<file path="src/rtl/term_writer.sv">
// term_writer: character-stream front end for a ROWS x COLS character plane.
// Accepts one character per IDLE cycle and turns it into registered write
// pulses on the plane port while tracking a text cursor.
//
// Ports
//   clock, reset                  rising-edge clock, synchronous active-high reset
//   in_data, in_valid, in_ready   character input handshake (in_ready = IDLE)
//   plane_data/row/col/we         registered plane write port
//   plane_push_up                 scroll request, only together with plane_we
//   cursor_row, cursor_col        current cursor position
//   busy                          high whenever not IDLE
//
// Build option
//   TERM_BACKSPACE_EN  defined: 0x08 moves the cursor back and blanks that cell.
//                      undefined: 0x08 is accepted and dropped.
module term_writer #(
  parameter int         ROWS  = 15,
  parameter int         COLS  = 40,
  parameter logic [7:0] BLANK = 8'd0
) (
  input  logic       clock,
  input  logic       reset,
  input  logic [7:0] in_data,
  input  logic       in_valid,
  output logic       in_ready,
  output logic [7:0] plane_data,
  output logic [3:0] plane_row,
  output logic [5:0] plane_col,
  output logic       plane_we,
  output logic       plane_push_up,
  output logic [3:0] cursor_row,
  output logic [5:0] cursor_col,
  output logic       busy
);

  localparam logic [3:0] LAST_ROW = 4'(ROWS - 1);
  localparam logic [5:0] LAST_COL = 6'(COLS - 1);
  localparam logic [7:0] CHAR_NL  = 8'h0A;
  localparam logic [7:0] CHAR_BS  = 8'h08;
  localparam logic [7:0] CHAR_FF  = 8'h0C;

  typedef enum logic [1:0] {IDLE, WRITE, SCROLL, CLEAR} state_t;

  state_t     state_q, state_d;
  logic [3:0] cur_row_q, cur_row_d;
  logic [5:0] cur_col_q, cur_col_d;
  // Set for printable writes; cleared for the backspace blanking write,
  // which must leave the cursor where it is.
  logic       adv_q, adv_d;
  logic       pl_we_q, pl_we_d;
  logic       pl_push_q, pl_push_d;
  logic [7:0] pl_data_q, pl_data_d;
  logic [3:0] pl_row_q, pl_row_d;
  logic [5:0] pl_col_q, pl_col_d;

  always_ff @(posedge clock) begin
    if (reset) begin
      state_q   <= IDLE;
      cur_row_q <= '0;
      cur_col_q <= '0;
      adv_q     <= 1'b0;
      pl_we_q   <= 1'b0;
      pl_push_q <= 1'b0;
      pl_data_q <= BLANK;
      pl_row_q  <= '0;
      pl_col_q  <= '0;
    end else begin
      state_q   <= state_d;
      cur_row_q <= cur_row_d;
      cur_col_q <= cur_col_d;
      adv_q     <= adv_d;
      pl_we_q   <= pl_we_d;
      pl_push_q <= pl_push_d;
      pl_data_q <= pl_data_d;
      pl_row_q  <= pl_row_d;
      pl_col_q  <= pl_col_d;
    end
  end

  // Plane outputs are computed one cycle ahead so they appear registered
  // during the state that owns them.
  always_comb begin
    state_d   = state_q;
    cur_row_d = cur_row_q;
    cur_col_d = cur_col_q;
    adv_d     = adv_q;
    pl_we_d   = 1'b0;
    pl_push_d = 1'b0;
    pl_data_d = pl_data_q;
    pl_row_d  = pl_row_q;
    pl_col_d  = pl_col_q;

    case (state_q)
      IDLE: begin
        if (in_valid) begin
          case (in_data)
            CHAR_NL: begin
              cur_col_d = '0;
              if (cur_row_q < LAST_ROW) begin
                cur_row_d = cur_row_q + 4'd1;
              end else begin
                state_d   = SCROLL;
                pl_we_d   = 1'b1;
                pl_push_d = 1'b1;
                pl_data_d = BLANK;
                pl_row_d  = LAST_ROW;
                pl_col_d  = '0;
              end
            end
            CHAR_BS: begin
`ifdef TERM_BACKSPACE_EN
              if (cur_col_q != '0) begin
                cur_col_d = cur_col_q - 6'd1;
                state_d   = WRITE;
                adv_d     = 1'b0;
                pl_we_d   = 1'b1;
                pl_data_d = BLANK;
                pl_row_d  = cur_row_q;
                pl_col_d  = cur_col_q - 6'd1;
              end else if (cur_row_q != '0) begin
                cur_row_d = cur_row_q - 4'd1;
                cur_col_d = LAST_COL;
                state_d   = WRITE;
                adv_d     = 1'b0;
                pl_we_d   = 1'b1;
                pl_data_d = BLANK;
                pl_row_d  = cur_row_q - 4'd1;
                pl_col_d  = LAST_COL;
              end
`else
              state_d = IDLE;
`endif
            end
            CHAR_FF: begin
              state_d   = CLEAR;
              cur_row_d = '0;
              cur_col_d = '0;
              pl_we_d   = 1'b1;
              pl_data_d = BLANK;
              pl_row_d  = '0;
              pl_col_d  = '0;
            end
            default: begin
              state_d   = WRITE;
              adv_d     = 1'b1;
              pl_we_d   = 1'b1;
              pl_data_d = in_data;
              pl_row_d  = cur_row_q;
              pl_col_d  = cur_col_q;
            end
          endcase
        end
      end
      WRITE: begin
        state_d = IDLE;
        if (adv_q) begin
          if (cur_col_q < LAST_COL) begin
            cur_col_d = cur_col_q + 6'd1;
          end else begin
            cur_col_d = '0;
            if (cur_row_q < LAST_ROW) begin
              cur_row_d = cur_row_q + 4'd1;
            end else begin
              state_d   = SCROLL;
              pl_we_d   = 1'b1;
              pl_push_d = 1'b1;
              pl_data_d = BLANK;
              pl_row_d  = LAST_ROW;
              pl_col_d  = '0;
            end
          end
        end
      end
      SCROLL: begin
        state_d = IDLE;
      end
      CLEAR: begin
        // The plane address itself is the sweep counter.
        if (pl_row_q == LAST_ROW && pl_col_q == LAST_COL) begin
          state_d = IDLE;
        end else begin
          pl_we_d   = 1'b1;
          pl_data_d = BLANK;
          if (pl_col_q == LAST_COL) begin
            pl_col_d = '0;
            pl_row_d = pl_row_q + 4'd1;
          end else begin
            pl_col_d = pl_col_q + 6'd1;
          end
        end
      end
      default: state_d = IDLE;
    endcase
  end

  assign in_ready      = (state_q == IDLE);
  assign busy          = (state_q != IDLE);
  assign plane_we      = pl_we_q;
  assign plane_push_up = pl_push_q;
  assign plane_data    = pl_data_q;
  assign plane_row     = pl_row_q;
  assign plane_col     = pl_col_q;
  assign cursor_row    = cur_row_q;
  assign cursor_col    = cur_col_q;

endmodule

</file>
<file path="config.mk">
export PLATFORM = sky130hd
export DESIGN_NAME = term_writer
export DESIGN_NICKNAME = d
export VERILOG_FILES = /design/src/rtl/term_writer.sv
export SDC_FILE = /design/constraint.sdc
export NUM_CORES = 1
export LEC_CHECK = 0
export CORE_ASPECT_RATIO = 1.1
export CORE_MARGIN = 10
export CORE_UTILIZATION = 30
export CTS_CLUSTER_SIZE = 24
export DETAILED_ROUTE_END_ITERATION = 10
export GPL_TIMING_DRIVEN = 0
export SLEW_MARGIN = 20
export SYNTH_ARGS = -nofsm -noshare
export SYNTH_HDL_FRONTEND = slang
export SYNTH_SLANG_ARGS = --single-unit
</file>
<file path="constraint.sdc">
create_clock -name clock -period 2.03 [get_ports clock]
set_input_delay 0.406 -clock clock [delete_from_list [all_inputs] [get_ports clock]]
set_output_delay 0.406 -clock clock [all_outputs]
set_load 0.005 [all_outputs]
</file>
==> summary.md, run 1 <==
The number of pins exceeding their max-slew limit in the final report is 0, and the synthesized net count is 222. After technology mapping, the gate count stands at 206. The kind of end point of the critical path was a flop. Summing all non-filler instances in the final layout gives an area of 2759 um2. The hold violation count in the final report was 0. For the pin with the worst max-slew slack, the measured transition is 773.7 ps. The worst-case IR drop observed on VDD is 251.9 uV. The multiplexer fraction of the synthesized cell area is 2.543%. In the routed layout, each cell is associated on average with a via count of 5.270. The largest driver fanout on the critical path is 5. In this run the tool buffered the top-level ports with 41 buffer cells. After Yosys synthesis, XOR and XNOR cells account for 4.005% of the synthesized area. The first global-routing pass estimated 9363 um of wire. The flow ran to the end, and the final reports show no timing, DRC or antenna violations. After floorplanning, the core was sized to cover 6269 um2. The register-to-register path setup slack was 100 ps. In this run the mean area of a mapped cell was 9.554 um2. The repair_antennas step left the layout with diodes totalling 0. The logs give 10.97% for the all-layer global routing usage and 427.0 ps for the worst slack on hold paths.

Of the available clock period, the critical path in the final layout requires 96.90%. The tools report the total global routing overflow as 0. The synthesized-area fraction occupied by ao, oa, aoi and oai cells came out at 23.33%. After global routing, the most crowded layer is met2. After Yosys synthesis, full adders, half adders and majority gates account for 3.179% of the synthesized area. Entering global routing, the biggest net connects 12 pins. In this run the cell area measured after placement is 2485 um2. In the final routed layout, each cell accounts on average for 16.73 um. The tools report the placed wire-length estimate as 4151 um.

Timing would allow up to 508.4 MHz. The minimum setup slack in the final design is 62.99 ps, and the total via count in the routed design is 1818. In this run the worst hold path is classified as in2reg. The detail route stage leaves a number of antenna-violating nets equal to 0. Insertion delay to the later sink of the worst-skew pair: 290 ps.

The logs give -599.5 ps for the worst setup slack before clock tree synthesis and 4 for the total iterations of the first detailed-routing run. The Yosys step of the flow raised 0 warnings. The post-route clock skew was 6.916 ps; the area share of and/or/nand/nor cells after synthesis was 28.16%. After routing, the total negative slack on setup checks comes to 0 ps.

The initialized floorplan defines 30 standard-cell rows. Global routing used 13.51% of the available met1 tracks. The power density over the cells came out at 516.7 nW/um2.

The number of failing setup endpoints in the final timing report was 0; the clock buffer count from CTS was 5. In this run the cell area of the synthesized design comes to 1968 um2. The first routing iteration left 136 violations. The die is 105.0 um tall. The logs give 0 for the final routed DRC violation total and 16.57% for the met2 usage in global routing. For the initial antenna violation count, the log shows 0.

Number of flops mapped to enable cells by yosys: 0. Setup repair after global routing left no endpoint under its margin. Counting flops with an async set or reset pin after synthesis yields a share of 0%.

The leakage power figure was 0.001040 uW. In this run the count of I/O pins placed on the die edge is 43. Number of global-route vias before repair: 1772. The post-synthesis cell type count was 64; the sequential fraction of the synthesis area was 33.57%.

The clock passes through at most 2 buffers. The run gives 2160 ps as the worst path arrival time. The logs give 0 for the number of max-capacitance violations reported and 33 for the clock sink total. After synthesis, the largest family of logic cells by area is simple AND/OR/NAND/NOR gates. The tools report the nature of the critical path startpoint as an input port. For the routing usage on met3, the log shows 3.953%. For the H-tree depth, the log shows 2.

The logs give 1426 uW for the sum of internal, switching and leakage power and 280 for the number of nets in the layout. Routability-driven placement finished with a final weighted congestion of 0.8844. Synthesis inferred 33 register bits. From left edge to right edge, the die measures 97.23 um.

The worst pin sits at a relative slew slack of 47.99%. The worst setup path is of the in2reg kind. For the effective utilization at floorplan, the log shows 31.40%. TritonCTS built the clock tree.

The clock period could shrink to 1967 ps. The share of final-layout standard cells stronger than drive strength 1 is 23.77%, and the data required time of the critical path is 2220 ps. After clock tree synthesis, the clock-pin slew on the worst setup and hold paths is 70 ps. The die area came out at 10200 um2. Buffers inserted to repair hold after CTS numbered 0.

From synthesis to final layout, the design area changed by 40.18%. In the synthesized netlist the dominant register cell turns out to be sky130_fd_sc_hd__dfxtp_1. Wires add up to 5773 um. The tree is rooted in a sky130_fd_sc_hd__clkbuf_8.
==> worst paths after layout <==
| path | startpoint | to | depth (start not counted) |
|---|---|---|---|
| max | in_data[7] | plane_row[0] | 6 |
| min | in_data[1] | plane_data[1] | 2 |
| max reg2reg | cursor_col[1] | plane_data[5] | 7 |
| min reg2reg | plane_data[3] | plane_data[3] | 1 |
==> routing by layer <==
metal | share of wire (%) | vias to the layer above | routed length [um]
met1 | 44 | 873 | 2542
met3 | 6.7 | 8 | 386
li1 | - | 891 | -
met2 | 47 | 46 | 2734
met4 | 1.9 | 0 | 109
met5 | 0 | - | 0
==> flip-flops by register name, summed over array words and instances, names as in the netlist <==
name and flops:
plane_push_up 1, plane_col 6, adv_q 1, plane_data 8, cursor_row 4, state_q 2
plane_we 1, plane_row 4, cursor_col 6
==> per-stage QoR <==
stage / cells / util, %
CTS: 344 / 43.11
floorplan: 206 / -
global placement: 327 / 39.54
detailed placement: 327 / 39.64
finish: 345 / 44.01
global route: 345 / 44.01
==> cell usage after synthesis (2+ instances only) <==
library cell                 n  area, um2
sky130_fd_sc_hd__dfxtp_1    33      660.6
sky130_fd_sc_hd__nor2_1     27      101.4
sky130_fd_sc_hd__nand3_1    10      50.05
sky130_fd_sc_hd__nand2_1     9      33.78
sky130_fd_sc_hd__nor3_1      8      40.04
sky130_fd_sc_hd__a22o_1      7      61.31
sky130_fd_sc_hd__nand4_1     6      37.54
sky130_fd_sc_hd__xnor2_1     6      52.55
sky130_fd_sc_hd__a21oi_1     5      25.02
sky130_fd_sc_hd__ha_1        5      62.56
sky130_fd_sc_hd__mux2i_1     5      50.05
sky130_fd_sc_hd__a222oi_1    4      40.04
sky130_fd_sc_hd__inv_1       4      15.01
sky130_fd_sc_hd__o21ai_0     4      20.02
sky130_fd_sc_hd__buf_2       3      15.01
sky130_fd_sc_hd__nand2b_1    3      18.77
sky130_fd_sc_hd__or2_2       3      18.77
sky130_fd_sc_hd__xor2_1      3      26.28
sky130_fd_sc_hd__a2111oi_4   2      55.05
sky130_fd_sc_hd__a211oi_1    2      15.01
sky130_fd_sc_hd__a21o_1      2      15.01
sky130_fd_sc_hd__a32oi_1     2      17.52
sky130_fd_sc_hd__and3_4      2      22.52
sky130_fd_sc_hd__buf_6       2      22.52
sky130_fd_sc_hd__clkbuf_1    2      7.510
sky130_fd_sc_hd__clkbuf_8    2      27.53
sky130_fd_sc_hd__nand3b_1    2      15.01
sky130_fd_sc_hd__nand4b_2    2      30.03
sky130_fd_sc_hd__nor2b_1     2      12.51
sky130_fd_sc_hd__nor3_2      2      20.02
sky130_fd_sc_hd__nor3b_1     2      15.01
sky130_fd_sc_hd__nor4_1      2      12.51
sky130_fd_sc_hd__o22ai_1     2      12.51
==> cells by family after synthesis <==
kind of cell               Yosys count
and+or+nand+nor                     91
AOI/OAI and AO/OA                   48
DFF                                 33
buffers and inverters               15
xor gates and xnor gates             9
muxes                                5
adders and majority gates            5
==> power breakdown <==
part	switching, uW	internal (uW)	total (uW)	leakage [uW]
Combinational	128	118	246	0.000727
Clock	264	237	500	0.0000439
Sequential	13.0	666	679	0.000269
==> cells in the final DEF (no fill, tap or decap), drive strengths merged, types with 6 or more instances in the layout <==
| master | instances |
|---|---|
| clkbuf | 10 |
| nor2 | 28 |
| nand2 | 9 |
| a21oi | 6 |
| nand3 | 10 |
| nor3 | 10 |
| buf | 16 |
| clkdlybuf4s50 | 34 |
| dfxtp | 33 |
| xnor2 | 6 |
| a22o | 8 |
| nand4 | 6 |
==> worst max-delay path, stage by stage <==
cell and delay [ps]:
sky130_fd_sc_hd__dlygate4sd2_1 270, sky130_fd_sc_hd__or4b_4 590, sky130_fd_sc_hd__nor3b_4 290, sky130_fd_sc_hd__a311oi_4 80, sky130_fd_sc_hd__and3_4 220, sky130_fd_sc_hd__a2111oi_4 300
==> repair_timing <==
item	in CTS	in global routing
resized for setup	12	13
pin swaps	8	1
cloned	0	0
buffers inserted	9	1
endpoints found under the setup margin	26	25
==> layout make-up <==
type,instances,area (um2)
Tap cell,80,100.1
Multi-Input combinational cell,158,1309
Buffer,11,87.58
Timing Repair Buffer,51,496.7
Clock inverter,3,17.52
Clock buffer,5,68.82
Fill cell,591,3510
Inverter,4,15.01
Sequential cell,33,664.4
Note: power is estimated with default switching activity, not from simulation.
==> inputs of run 2 (changes only) <==
CAP_MARGIN = 15   (was unset)
==> results of run 2 <==
Final layout, timing and power as in run 1 (identical DEF).
